## src/rtl/cpu_types_pkg.sv

```systemverilog
// Shared CPU types: the machine word and the MEM-stage access FSM states.
package cpu_types_pkg;
  typedef logic [31:0] word_t;
  typedef enum logic [1:0] {IDLE, WAIT, DONE} mem_acc_state_t;
endpackage

```

## src/rtl/mem_access_unit.sv

```systemverilog
// MEM-stage dcache access sequencer: issues each access once, stalls until dhit, holds load/SC data.
// Optional perf counters (acc_count, stall_count) are built when MEM_ACCESS_PERF_EN is defined.
module mem_access_unit
  import cpu_types_pkg::*;
#(
  parameter int WORD_W = 32
`ifdef MEM_ACCESS_PERF_EN
  , parameter int CNT_W = 32
`endif
) (
  input  logic              CLK,
  input  logic              nRST,
  input  logic              MemRead_MEM,
  input  logic              MemWr_MEM,
  input  logic              datomic_MEM,
  input  logic [WORD_W-1:0] alu_out_MEM,
  input  logic [WORD_W-1:0] busB_MEM,
  input  logic              advance,
  input  logic              flush_MEM,
  input  logic              dhit,
  input  logic [WORD_W-1:0] dmemload,
  output logic              dmemREN,
  output logic              dmemWEN,
  output logic              datomic,
  output logic [WORD_W-1:0] dmemaddr,
  output logic [WORD_W-1:0] dmemstore,
  output logic [WORD_W-1:0] mem_load_data,
`ifdef MEM_ACCESS_PERF_EN
  output logic [CNT_W-1:0]  acc_count,
  output logic [CNT_W-1:0]  stall_count,
`endif
  output logic              mem_stall
);

  mem_acc_state_t    state_q, state_d;
  logic [WORD_W-1:0] held_q, held_d;
  logic              opValid, captureEn;
  logic              renC, wenC, atomC, stallC;

  // Read wins if both controls are set; SC returns a success flag so it is captured too.
  assign opValid   = (MemRead_MEM | MemWr_MEM) & ~flush_MEM;
  assign captureEn = MemRead_MEM | (MemWr_MEM & datomic_MEM);

  always_ff @(posedge CLK or negedge nRST) begin
    if (!nRST) begin
      state_q <= IDLE;
      held_q  <= '0;
    end else begin
      state_q <= state_d;
      held_q  <= held_d;
    end
  end

  always_comb begin
    state_d = state_q;
    held_d  = held_q;
    renC    = 1'b0;
    wenC    = 1'b0;
    atomC   = 1'b0;
    stallC  = 1'b0;
    case (state_q)
      IDLE: begin
        if (opValid) begin
          renC  = MemRead_MEM;
          wenC  = MemWr_MEM & ~MemRead_MEM;
          atomC = datomic_MEM;
          if (dhit) begin
            if (captureEn) held_d = dmemload;
            state_d = advance ? IDLE : DONE;
          end else begin
            stallC  = 1'b1;
            state_d = WAIT;
          end
        end
      end
      // The cache cannot cancel, so flush is ignored until the access lands.
      WAIT: begin
        renC  = MemRead_MEM;
        wenC  = MemWr_MEM & ~MemRead_MEM;
        atomC = datomic_MEM;
        if (dhit) begin
          if (captureEn) held_d = dmemload;
          state_d = advance ? IDLE : DONE;
        end else begin
          stallC = 1'b1;
        end
      end
      DONE: begin
        if (advance | flush_MEM) state_d = IDLE;
      end
      default: state_d = IDLE;
    endcase
  end

  // Gating with nRST drops the request the instant reset asserts, even mid-WAIT.
  assign dmemREN       = renC & nRST;
  assign dmemWEN       = wenC & nRST;
  assign datomic       = atomC & nRST;
  assign mem_stall     = stallC & nRST;
  assign dmemaddr      = alu_out_MEM;
  assign dmemstore     = busB_MEM;
  assign mem_load_data = !nRST ? '0 : ((state_q == DONE) ? held_q : dmemload);

`ifdef MEM_ACCESS_PERF_EN
  logic             accDone;
  logic [CNT_W-1:0] acc_q, stall_q;

  assign accDone = dhit & (((state_q == IDLE) & opValid) | (state_q == WAIT));

  always_ff @(posedge CLK or negedge nRST) begin
    if (!nRST) begin
      acc_q   <= '0;
      stall_q <= '0;
    end else begin
      if (accDone && (acc_q != '1))  acc_q   <= acc_q + 1'b1;
      if (stallC && (stall_q != '1)) stall_q <= stall_q + 1'b1;
    end
  end

  assign acc_count   = acc_q;
  assign stall_count = stall_q;
`endif

endmodule

```

## config.mk

```make
export PLATFORM = sky130hd
export DESIGN_NAME = mem_access_unit
export DESIGN_NICKNAME = d
export VERILOG_FILES = /design/src/rtl/cpu_types_pkg.sv /design/src/rtl/mem_access_unit.sv
export SDC_FILE = /design/constraint.sdc
export NUM_CORES = 1
export LEC_CHECK = 0
export ABC_AREA = 1
export BUFFER_PORTS_ARGS = -buffer_cell sky130_fd_sc_hd__buf_2
export CORE_MARGIN = 5
export CORE_UTILIZATION = 35
export DETAILED_ROUTE_END_ITERATION = 12
export PLACE_DENSITY = 0.78
export SLEW_MARGIN = 20
export SYNTH_ARGS = -nofsm -noshare
export SYNTH_HDL_FRONTEND = slang
export SYNTH_SLANG_ARGS = --single-unit
```

## constraint.sdc

```tcl
create_clock -name CLK -period 1.1 [get_ports CLK]
set_input_delay 0.11 -clock CLK [delete_from_list [all_inputs] [get_ports CLK]]
set_output_delay 0.11 -clock CLK [all_outputs]
set_load 0.005 [all_outputs]
```

; Yosys cells after proc, flatten, opt, wreduce, memory -nomap -nowiden
; Index checks and enable logic that the tools add are counted.
[word_totals]
out_inout_bits = 100
register_bits = 34
wordCells = 44
in_bits = 104
[classes]
n_eq_ne = 5
reduce_logical = 4
mux = 21
bitwise_logic = 12
[ops]
columns = operator, n
row1 = $mux 32, 5
row2 = $pmux 32 s2, 1
row3 = $mux 2, 5
row4 = $pmux 1 s2, 4
row5 = $and 1x1->1, 7
row6 = $ne 2x2->1 const B, 3
row7 = $pmux 2 s3, 1
row8 = $mux 1, 5
row9 = $or 1x1->1, 3
row10 = $reduce_and 3->1, 1
row11 = $eq 2x1->1 const B, 1
row12 = $eq 2x2->1 const B, 1
row13 = $logic_not 2->1, 1
row14 = $not 1->1, 2
row15 = $reduce_and 2->1, 1
row16 = $reduce_bool 2->1, 1

; Depth between registers and ports, before layout
[depth]
word_depth = 6
ltp_mapped = 7
ltp_nobuf = 6

; Worst setup path before layout
; No wires, ideal clock.
[synth_path]
path_type = register to register
startpoint = register state_q[1]
endpoint = register held_q[0]
n_path_buf = 1
stages_incl_launch_ff = 8
setup_ns = 0.116
synth_period_minus_slack_ns = 1.133
slack_ns = -0.033
arrival_ns = 1.017
required_time_ns = 0.984
path_cell_list = dfrtp_1 -> inv_2 -> nand2_2 -> a21oi_4 -> nand2_2 -> buf_6 -> nand2_1 -> nand2_1
[synth_between]
elab_chain_cells = 3
elab_cells_between_ends = 6
cone_classes = eq/ne (2) / mux (1) / reduce/logical (3)
[synth_lines]
columns = element, line
row1 = start: declaration, mem_access_unit.sv:35  ; mem_acc_state_t state_q, state_d;
row2 = start signal: assignment, mem_access_unit.sv:49  ; state_q <= state_d;
row3 = $eq 2x1->1 or $logic_not 2->1 (tied branches), mem_access_unit.sv:61  ; case (state_q)
row4 = $reduce_bool 2->1 (no source line) or $ne 2x2->1 (tied branches), -
row5 = $reduce_and 2->1 (no source line), -
row6 = end signal: assignment, mem_access_unit.sv:50  ; held_q <= held_d;
row7 = end: declaration, mem_access_unit.sv:36  ; logic [WORD_W-1:0] held_q, held_d;
; Parallel ways exist; a longest one is shown, timed or not.
; A chain may end at the register's enable or synchronous reset.

; Worst setup path in the final report
[layout_path]
startpoint = register state_q[0]
endpoint = output port mem_load_data[17]
[layout_between]
elab_chain_cells = 3
[layout_lines]
columns = element, line
row1 = $eq 2x2->1, mem_access_unit.sv:102  ; assign mem_load_data = !nRST ? '0 : ((state_q == DONE) ? held_q : dmemload);
row2 = $mux 32 (2 in a row), mem_access_unit.sv:102
row3 = end: declaration, mem_access_unit.sv:27  ; output logic [WORD_W-1:0] mem_load_data,
; Every way passes these cells.

==> qor.csv <==
stage,metric,value,unit
grt,total grt overflow,0,
clocking,Sink Count,34,
yosys,mapped cell area,2380,um^2
sta,Tightest Pin Transition,0.393,ns
final_layout,area grow syn2layout,37.4,%
power,P_leak,1.66,nW
drt,WL/cell,17.7,um
yosys,synth unique cells,16,
floorplan,DIE WIDTH,92.4,um
drt,drt pass-1 iters,4,
outcome,outcome,"finished, violations left",
yosys,Syn Area/Cell,7.03,um^2
drt,routed via count,2329,
yosys,Gate Count Post-Synth,338,
sta,Tcrit/Tclk final,139,%
sta,fin. max-slew vios,0,
sta,RSZ-0062 raised after global routing,true,
final_layout,Nets,484,
drt,DRT Wirelength,8110,um
final_layout,share of layout cells above drive strength 1,53.6,%
final_layout,area occupied by multi-input gates,1270,um^2
clocking,worst-case clock buffer depth,2,
drt,initial DRC count,84,
sta,Clock Skew,0.00450,ns
yosys,post-synthesis sequential area ratio,35.8,%
final_layout,most frequent cells in the layout,"75 x buf_2, 49 x nor2_1, 33 x dfrtp_1",
power,VDD IR-drop max,0.537,mV
worst_setup_path,Critical Path AT,1.42,ns
job,MaxCap Viol Count,0,
clocking,"Clk Latency, worst-skew pair",0.28,ns
clocking,Clock Tree Root,clkbuf_8,
clocking,clock-pin slew on the worst setup and hold paths,0.07,ns
worst_setup_path,Setup crit end kind,output port,
sta,final worst slack,-0.430,ns
floorplan,row cnt,30,
clocking,CTS tree,done,
clocking,Num CTS Buffers,5,
drt,Vias/cell,5.07,
sta,Final setup viols,69,
final_layout,# diodes,0,
min_path,min-delay worst type,in -> async,
floorplan,Initial Util,35.4,%
floorplan,Die ar.,8540,um^2
grt,number of global-route vias before repair,2346,
worst_setup_path,CP Max Fanout,8,
yosys,post-synth net total,442,
power,power per cell area,1340,nW/um^2
grt,largest net degree at the start of global routing,28,
worst_setup_path,kind of critical path,reg -> out,
sta,worst rel slew slack,73.5,%
place,Setup WS pre-CTS,-0.168,ns
worst_setup_path,CP Data Required Time,0.99,ns
yosys,yosys synthesis warning count,0,
floorplan,I/O Pins,204,
sta,worst hold slack,0.0768,ns
final_layout,Layout fillers,670,
place,routability cong.,0.734,
grt,first-pass GRT wire length,11900,um
place,detailed placer's ending HPWL,4730,um
grt,Tot GR Track Use,17.7,%
yosys,"flops & latches, synth",34,
drt,Antenna Violating Nets Remaining,0,
sta,final hold vios,0,
floorplan,Core ar.,6720,um^2
place,PortBufs,75,
final_layout,"most common cell after layout, fill and taps aside",buf_2,
floorplan,Die H,92.4,um
clocking,H-tree lvl count,2,
grt,initial antenna violation count,0,
outcome,failing checks,setup timing,
sta,min Tclk post-route,1.53,ns
sta,fmax,654,MHz
drt,# DRC,0,
worst_setup_path,Worst Setup Start Kind,flip-flop,
final_layout,Sequential Area,852,um^2
[Yosys cell counts (all sizes together)]
master,n,area (um^2)
inv,6,22.5
nand2,71,272
a21oi,1,16.3
nand3,33,165
dfrtp,34,851
clkbuf,6,22.5
nor3,4,20.0
or2,1,6.26
a21o,1,7.51
buf,76,559
nor2,72,270
o21ai,33,165
[cell families after synthesis]
| kind of cell | after synthesis | synth area share (%) |
|---|---|---|
| AND/OR/NAND/NOR | 181 | 30.8 |
| buffers and inverters | 88 | 25.4 |
| AO/OA/AOI/OAI | 35 | 7.95 |
| flip-flops | 34 | 35.8 |
[what timing repair did]
item | CTS | global route
gates resized for setup | 60 | 100
endpoints found under the setup margin | 69 | 69
buffers inserted | 7 | 2
hold buffers | 5 | 0
hold endpoints to repair | 12 | 0
cloned | 8 | 2
pin swaps | 21 | 19
[critical path: stages (launching register included)]
cell	delay, ns
dfrtp_1	0.41
inv_2	0.08
nand2_4	0.10
inv_8	0.10
buf_12	0.16
nor2_4	0.04
nor2_2	0.11
buf_2	0.12
[flip-flops by register name (all words and copies together), names as in the netlist]
name     cells
held_q      32
state_q      2
[path summary, 6_finish.rpt]
check                           slack (ns)  cells past startpoint   startpoint           endpoint
worst min register to register        0.48                      2   held_q[23]         held_q[23]
worst max-delay path                 -0.43                      7   state_q[0]  mem_load_data[17]
min in group CLK                      0.08                      3  dmemload[4]          held_q[4]
worst max register to register       -0.38                      9   state_q[1]          held_q[9]
max in group asynchronous             0.20                      3         nRST         held_q[14]
worst min-delay path                  0.08                      3         nRST         held_q[23]
[metrics by stage]
step                total power, W  cell area, um^2  utilization (%)  setup TNS, ns  instances
finish                     0.00437             3270             48.6         -24.74        459
floorplan                  0.00249             2380                -         -0.989        338
CTS                        0.00401             3010             44.7         -24.34        459
global route               0.00463             3270             48.6         -28.93        459
detailed placement         0.00279             2500             37.2          -6.48        433
global placement           0.00274             2500             37.2          -4.68        433
[power by group]
group	internal (W)	switching [W]
clock network	0.000482	0.000428
registers	0.00157	0.000282
logic	0.000792	0.000818
[area by class of cell]
class,instances,share of cell area (%)
repair buffers,117,28.5
well taps,80,3.06
clock buffers,6,2.53
inverters,6,0.996
multi-input cells,216,38.9
flip-flops and latches,34,26.1
[per-layer routing]
metal,up-vias,part of all wire [%],track usage [%]
met5,-,0,0
met4,0,3.4,7.43
met3,37,6.7,4.39
met2,92,51,30.8
met1,1106,39,20.5
li1,1094,-,-
Power figures use the tool's default switching activity.
